--- src/rtl/rom_rd_pkg.sv ---
// Shared types and constants for the ROM read responder.
// The FSM state enum, the ROM word-index width and the default DDRAM base
// address of the ROM image live here.
package rom_rd_pkg;

  // Responder FSM states
  typedef enum logic [1:0] {
    IDLE  = 2'd0,
    ISSUE = 2'd1,
    WAIT  = 2'd2,
    DONE  = 2'd3
  } rom_rd_state_e;

  // Width of a 64-bit word index into the ROM (byte address bits [27:3])
  localparam int ROM_WORD_W = 25;

  // Default 64-bit-word DDRAM base of the ROM image
  localparam logic [28:0] ROM_BASE_ADDR = 29'h0300000;

  // DDRAM word address of a ROM word; the carry out of bit 28 is discarded
  function automatic logic [28:0] ddr_word_addr(input logic [28:0] base,
                                                input logic [ROM_WORD_W-1:0] word);
    return base + {4'b0000, word};
  endfunction

endpackage

--- src/rtl/rom_rd_responder.sv ---
// ROM read responder: turns toggle-style read requests from the core into
// single DDRAM reads of one 64-bit word and returns the data on dout.
//
// Optional feature: define ROM_RD_CACHE_EN to add a one-entry cache that
// remembers the word currently held on dout, so a repeated read of the
// same word completes without touching DDRAM.
//
// Handshake: the core flips rd_req to post a request, with rdaddr stable
// until rd_ack flips to match it; dout is valid whenever rd_ack == rd_req.
// The core must not flip rd_req again while a request is outstanding.
// On the DDRAM side DDRAM_RD is a level request held with a constant
// DDRAM_ADDR until a cycle with DDRAM_BUSY=0 accepts it; returned data is
// qualified by DDRAM_DOUT_READY and only looked at while waiting for it.
module rom_rd_responder
  import rom_rd_pkg::*;
#(
  parameter logic [28:0] BASE_ADDR = ROM_BASE_ADDR,
  parameter logic [7:0]  BURST     = 8'd1
) (
  input  logic          clk_sys,
  input  logic          reset_n,

  input  logic          rd_req,
  input  logic [27:0]   rdaddr,
  output logic          rd_ack,
  output logic [63:0]   dout,
  input  logic          inv,

  input  logic          DDRAM_BUSY,
  output logic [28:0]   DDRAM_ADDR,
  output logic          DDRAM_RD,
  output logic [7:0]    DDRAM_BURSTCNT,
  input  logic [63:0]   DDRAM_DOUT,
  input  logic          DDRAM_DOUT_READY,
  output logic          DDRAM_WE,
  output logic [7:0]    DDRAM_BE,
  output logic [63:0]   DDRAM_DIN,

  output rom_rd_state_e dbg_state
);

  rom_rd_state_e          state;
  logic [ROM_WORD_W-1:0]  req_word;
  logic [7:0]             drain_cnt;
  logic                   req_new;
  logic                   cache_hit;
  logic                   load_beat;
  logic [7:0]             extra_beats;

  // A request is outstanding while the two toggle bits disagree
  assign req_new = (rd_req != rd_ack);

  // Only the first returned beat is taken, and only while waiting for it
  assign load_beat = (state == WAIT) && DDRAM_DOUT_READY;

  // Beats that follow the first one in a burst and must be drained
  assign extra_beats = (BURST > 8'd1) ? (BURST - 8'd1) : 8'd0;

  // Read-only responder: write side tied off, burst length is static
  assign DDRAM_WE       = 1'b0;
  assign DDRAM_BE       = 8'hFF;
  assign DDRAM_DIN      = 64'd0;
  assign DDRAM_BURSTCNT = BURST;

  assign dbg_state = state;

`ifdef ROM_RD_CACHE_EN
  logic [ROM_WORD_W-1:0] cache_tag;
  logic                  cache_valid;
  logic                  inv_pend;
  logic                  unused_addr_lsb;

  // inv in the same cycle as a matching request must still force a miss
  assign cache_hit = cache_valid && !inv && (cache_tag == rdaddr[27:3]);

  assign unused_addr_lsb = &{1'b0, rdaddr[2:0]};

  // Cache entry: tag follows every load; an invalidate seen while the
  // transfer is in flight leaves the newly loaded word invalid
  always_ff @(posedge clk_sys or negedge reset_n) begin
    if (!reset_n) begin
      cache_tag   <= '0;
      cache_valid <= 1'b0;
      inv_pend    <= 1'b0;
    end else begin
      if (load_beat) begin
        cache_tag   <= req_word;
        cache_valid <= !(inv || inv_pend);
      end else if (inv) begin
        cache_valid <= 1'b0;
      end

      if (state == IDLE) begin
        inv_pend <= 1'b0;
      end else if (inv) begin
        inv_pend <= 1'b1;
      end
    end
  end
`else
  logic unused_inputs;

  // No cache: every request goes to DDRAM and inv has nothing to clear
  assign cache_hit     = 1'b0;
  assign unused_inputs = &{1'b0, inv, rdaddr[2:0]};
`endif

  // Request FSM with registered DDRAM command, data and acknowledge
  always_ff @(posedge clk_sys or negedge reset_n) begin
    if (!reset_n) begin
      state      <= IDLE;
      rd_ack     <= 1'b0;
      dout       <= '0;
      DDRAM_RD   <= 1'b0;
      DDRAM_ADDR <= '0;
      req_word   <= '0;
      drain_cnt  <= '0;
    end else begin
      case (state)
        IDLE: begin
          if (req_new) begin
            req_word <= rdaddr[27:3];
            if (cache_hit) begin
              state <= DONE;
            end else begin
              DDRAM_RD   <= 1'b1;
              DDRAM_ADDR <= ddr_word_addr(BASE_ADDR, rdaddr[27:3]);
              state      <= ISSUE;
            end
          end
        end

        ISSUE: begin
          // Command stays put until DDRAM takes it
          if (!DDRAM_BUSY) begin
            DDRAM_RD <= 1'b0;
            state    <= WAIT;
          end
        end

        WAIT: begin
          if (DDRAM_DOUT_READY) begin
            dout      <= DDRAM_DOUT;
            drain_cnt <= extra_beats;
            state     <= DONE;
          end
        end

        DONE: begin
          // Swallow the rest of a burst before answering, so its beats
          // can never be mistaken for the data of a later request
          if (drain_cnt == 8'd0) begin
            rd_ack <= ~rd_ack;
            state  <= IDLE;
          end else if (DDRAM_DOUT_READY) begin
            drain_cnt <= drain_cnt - 8'd1;
          end
        end

        default: state <= IDLE;
      endcase
    end
  end

endmodule

--- config.mk ---
export PLATFORM = sky130hd
export DESIGN_NAME = rom_rd_responder
export DESIGN_NICKNAME = d
export VERILOG_FILES = /design/src/rtl/rom_rd_pkg.sv /design/src/rtl/rom_rd_responder.sv
export SDC_FILE = /design/constraint.sdc
export NUM_CORES = 1
export LEC_CHECK = 0
export BUFFER_PORTS_ARGS = -buffer_cell sky130_fd_sc_hd__clkbuf_2
export CORE_AREA = 2 2 108 110
export CTS_CLUSTER_SIZE = 12
export DETAILED_ROUTE_END_ITERATION = 7
export DIE_AREA = 0 0 110 112
export GPL_TIMING_DRIVEN = 1
export PLACE_DENSITY = 0.83
export SYNTH_ARGS = -nofsm -noshare
export SYNTH_HDL_FRONTEND = slang
export SYNTH_SLANG_ARGS = --single-unit
--- constraint.sdc ---
create_clock -name clk_sys -period 3.6 [get_ports clk_sys]
set_input_delay 0.72 -clock clk_sys [delete_from_list [all_inputs] [get_ports clk_sys]]
set_output_delay 0.72 -clock clk_sys [all_outputs]
set_load 0.02 [all_outputs]
==> results.json <==
{
  "max_freq_mhz": 458,
  "cp.required_ns": 3.83,
  "post_drt_wl_per_cell_um": 14.3,
  "initial_core_util_pct": 42.6,
  "peakVddDrop_mv": 0.692,
  "io_pins": 276,
  "cap_violations": 0,
  "tightest_slew_ns": 1.11,
  "cts_buffers": 9,
  "path_clk_slew_ns": 0.07,
  "hold_path.class": "flop to flop",
  "cts_tree": "built",
  "drt_wl_total_um": 10100,
  "vias": 3211,
  "drc": 0,
  "cts_resized": 0,
  "io_buffers": 187,
  "syn_inst": 372,
  "antenna_found_initial": 0,
  "drt_iter0_markers": 89,
  "layout_commonest_cell": "clkbuf_2",
  "die_area_mm2": 0.0123,
  "grt_pass1_wl_um": 15900,
  "ant_nets": 0,
  "fin_worst_skew_ns": 0.00760,
  "relSlewSlack_pct": 26.3,
  "place_inst": 692,
  "crit_path_max_fanout": 4,
  "setup_viol": 0,
  "dr.pass1.iters": 4,
  "synth_cell_types": 36,
  "yosysTopAreaCellShare_pct": 53.6,
  "gp_congestion": 0.815,
  "clock_sinks": 102,
  "power_density_mw_per_mm2": 958,
  "synth_seq_area_share_pct": 53.6,
  "grt_setup_unrepaired": "false",
  "synth.area.top_cells": "dfrtp_1, mux2_2, buf_4",
  "clockBufferDepth": 2,
  "post-route-period-util_pct": 60.7,
  "hold_violations": 0,
  "cts_setup_buffers": 0,
  "outcome": "finished, final reports clean",
  "die_w_um": 110,
  "area_growth_pct": 22.3,
  "cts_hold_buf": 0,
  "rows": 39,
  "p_leak_nw": 3.04,
  "total_power_mw": 5.57,
  "dp_hpwl_um": 7760,
  "clk_root_buffer_cell": "clkbuf_16",
  "min_period_ns": 2.18,
  "slew_violations": 0,
  "drive_above_1_share_pct": 52.0,
  "setup_tns_ns": 0,
  "r2r_setup_slack_ns": 1.42,
  "cp-start-kind": "flop",
  "htreeDepth": 3,
  "coreArea_mm2": 0.0112,
  "synth_seq_cells": 102,
  "vias_per_cell": 4.54,
  "critPathKind": "flop to flop",
  "yosys_warnings": 0,
  "grt_usage_pct": 16.8,
  "antennaDiodeCount": 0,
  "grt_pass1_vias": 3358,
  "critPathArrivalTime_ns": 2.41,
  "worst_skew_pair.late_latency_ns": 0.34,
  "grt_max_degree": 91,
  "die_h_um": 112,
  "syn-cell-area_mm2": 0.00476,
  "synth.largest_area_cell": "dfrtp_1",
  "nFillCells": 967,
  "synth.avg_cell_area_um2": 12.8,
  "grt_overflow": 0,
  "finalNonFillerCells": 708,
  "end_kind": "flop",
  "nNetsFinal": 666,
  "final_cell_mix": "clkbuf_2, dfrtp_1, mux2_2"
}
-- cells by family after synthesis --
kind of cell / after synthesis / synth area share, %
xor gates and xnor gates: 7 / 1.29
muxes: 87 / 20.5
DFF: 102 / 53.6
adders and majority gates: 8 / 2.10
other: 2 / 0.158
AOI/OAI and AO/OA: 29 / 3.89
buffers and inverters: 104 / 14.8
and+or+nand+nor: 33 / 3.55
-- cells in the mapped netlist --
cell type / count
o21ai_0: 13
a32oi_1: 1
clkbuf_1: 8
nor3_1: 1
buf_4: 84
a22oi_1: 1
xor2_1: 3
buf_1: 3
conb_1: 2
o31ai_1: 2
mux2i_1: 2
o211ai_1: 1
a21o_1: 1
nor4bb_1: 1
nor2_1: 8
nand3_1: 1
inv_1: 9
o22ai_1: 1
a31oi_1: 1
nand2_1: 12
o2bb2a_1: 1
nor4_1: 2
or3b_2: 1
dfrtp_1: 102
a21oi_1: 3
or4_4: 1
or3_1: 1
or4_1: 3
a2111oi_0: 1
mux2_2: 85
a41o_1: 1
xnor2_1: 4
and2_1: 1
a22o_1: 2
or2_2: 1
ha_1: 8
-- where the power goes --
part	leakage (nW)	internal, mW	switching [mW]	total, mW
registers	1.22	1.73	0.335	2.06
logic	1.69	1.06	1.53	2.59
clock network	0.132	0.481	0.444	0.925
total	3.04	3.27	2.30	5.57
-- per-layer routing --
layer	global-route usage, %	share of wire [%]
met2	28.0	50
met1	18.2	36
met5	0	0
met3	5.91	10
met4	9.37	3.9
-- flip-flops by register name (all words and copies together) (netlist names) --
register,cells
drain_cnt,8
DDRAM_RD,1
rd_ack,1
DDRAM_ADDR,26
dbg_state,2
dout,64
-- worst max-delay path, cell delays in order, from the launching register on --
cell and delay (ns):
dfrtp_1 0.42, inv_1 0.13, ha_1 0.20, or3b_2 0.49, o21ai_0 0.36, nand3_1 0.17
mux2_2 0.31
-- stage by stage --
stage	cell area, um^2	util, %	setup slack (ns)	hold WS, ns
after floorplan	5070	-	1.50	0.424
after global placement	5540	49.5	1.27	0.464
after detailed placement	5540	49.5	1.22	0.477
after CTS	5820	52.1	1.42	0.493
after global routing	5820	52.1	1.25	0.520
final	5820	52.1	1.42	0.492
-- cell type report --
cell class | instances | area (um^2) | share of cell area, %
sequential | 102 | 2550 | 43.9
multi-input combinational | 248 | 1810 | 31.1
timing repair buffer | 190 | 961 | 16.5
clock buffer | 10 | 229 | 3.94
tap | 143 | 179 | 3.08
clock inverter | 6 | 52.6 | 0.903
inverter | 9 | 33.8 | 0.581
-- final timing paths --
kind                                   to  cells after the start      startpoint
setup / recovery             dbg_state[1]                      6    drain_cnt[0]
hold / removal             DDRAM_ADDR[23]                      2  DDRAM_ADDR[23]
setup reg to reg             dbg_state[1]                      6    drain_cnt[0]
hold reg to reg            DDRAM_ADDR[23]                      2  DDRAM_ADDR[23]
max in group asynchronous    drain_cnt[4]                      2         reset_n
min in group asynchronous        dout[10]                      1         reset_n
No activity file was read; power rests on OpenSTA's default activity.
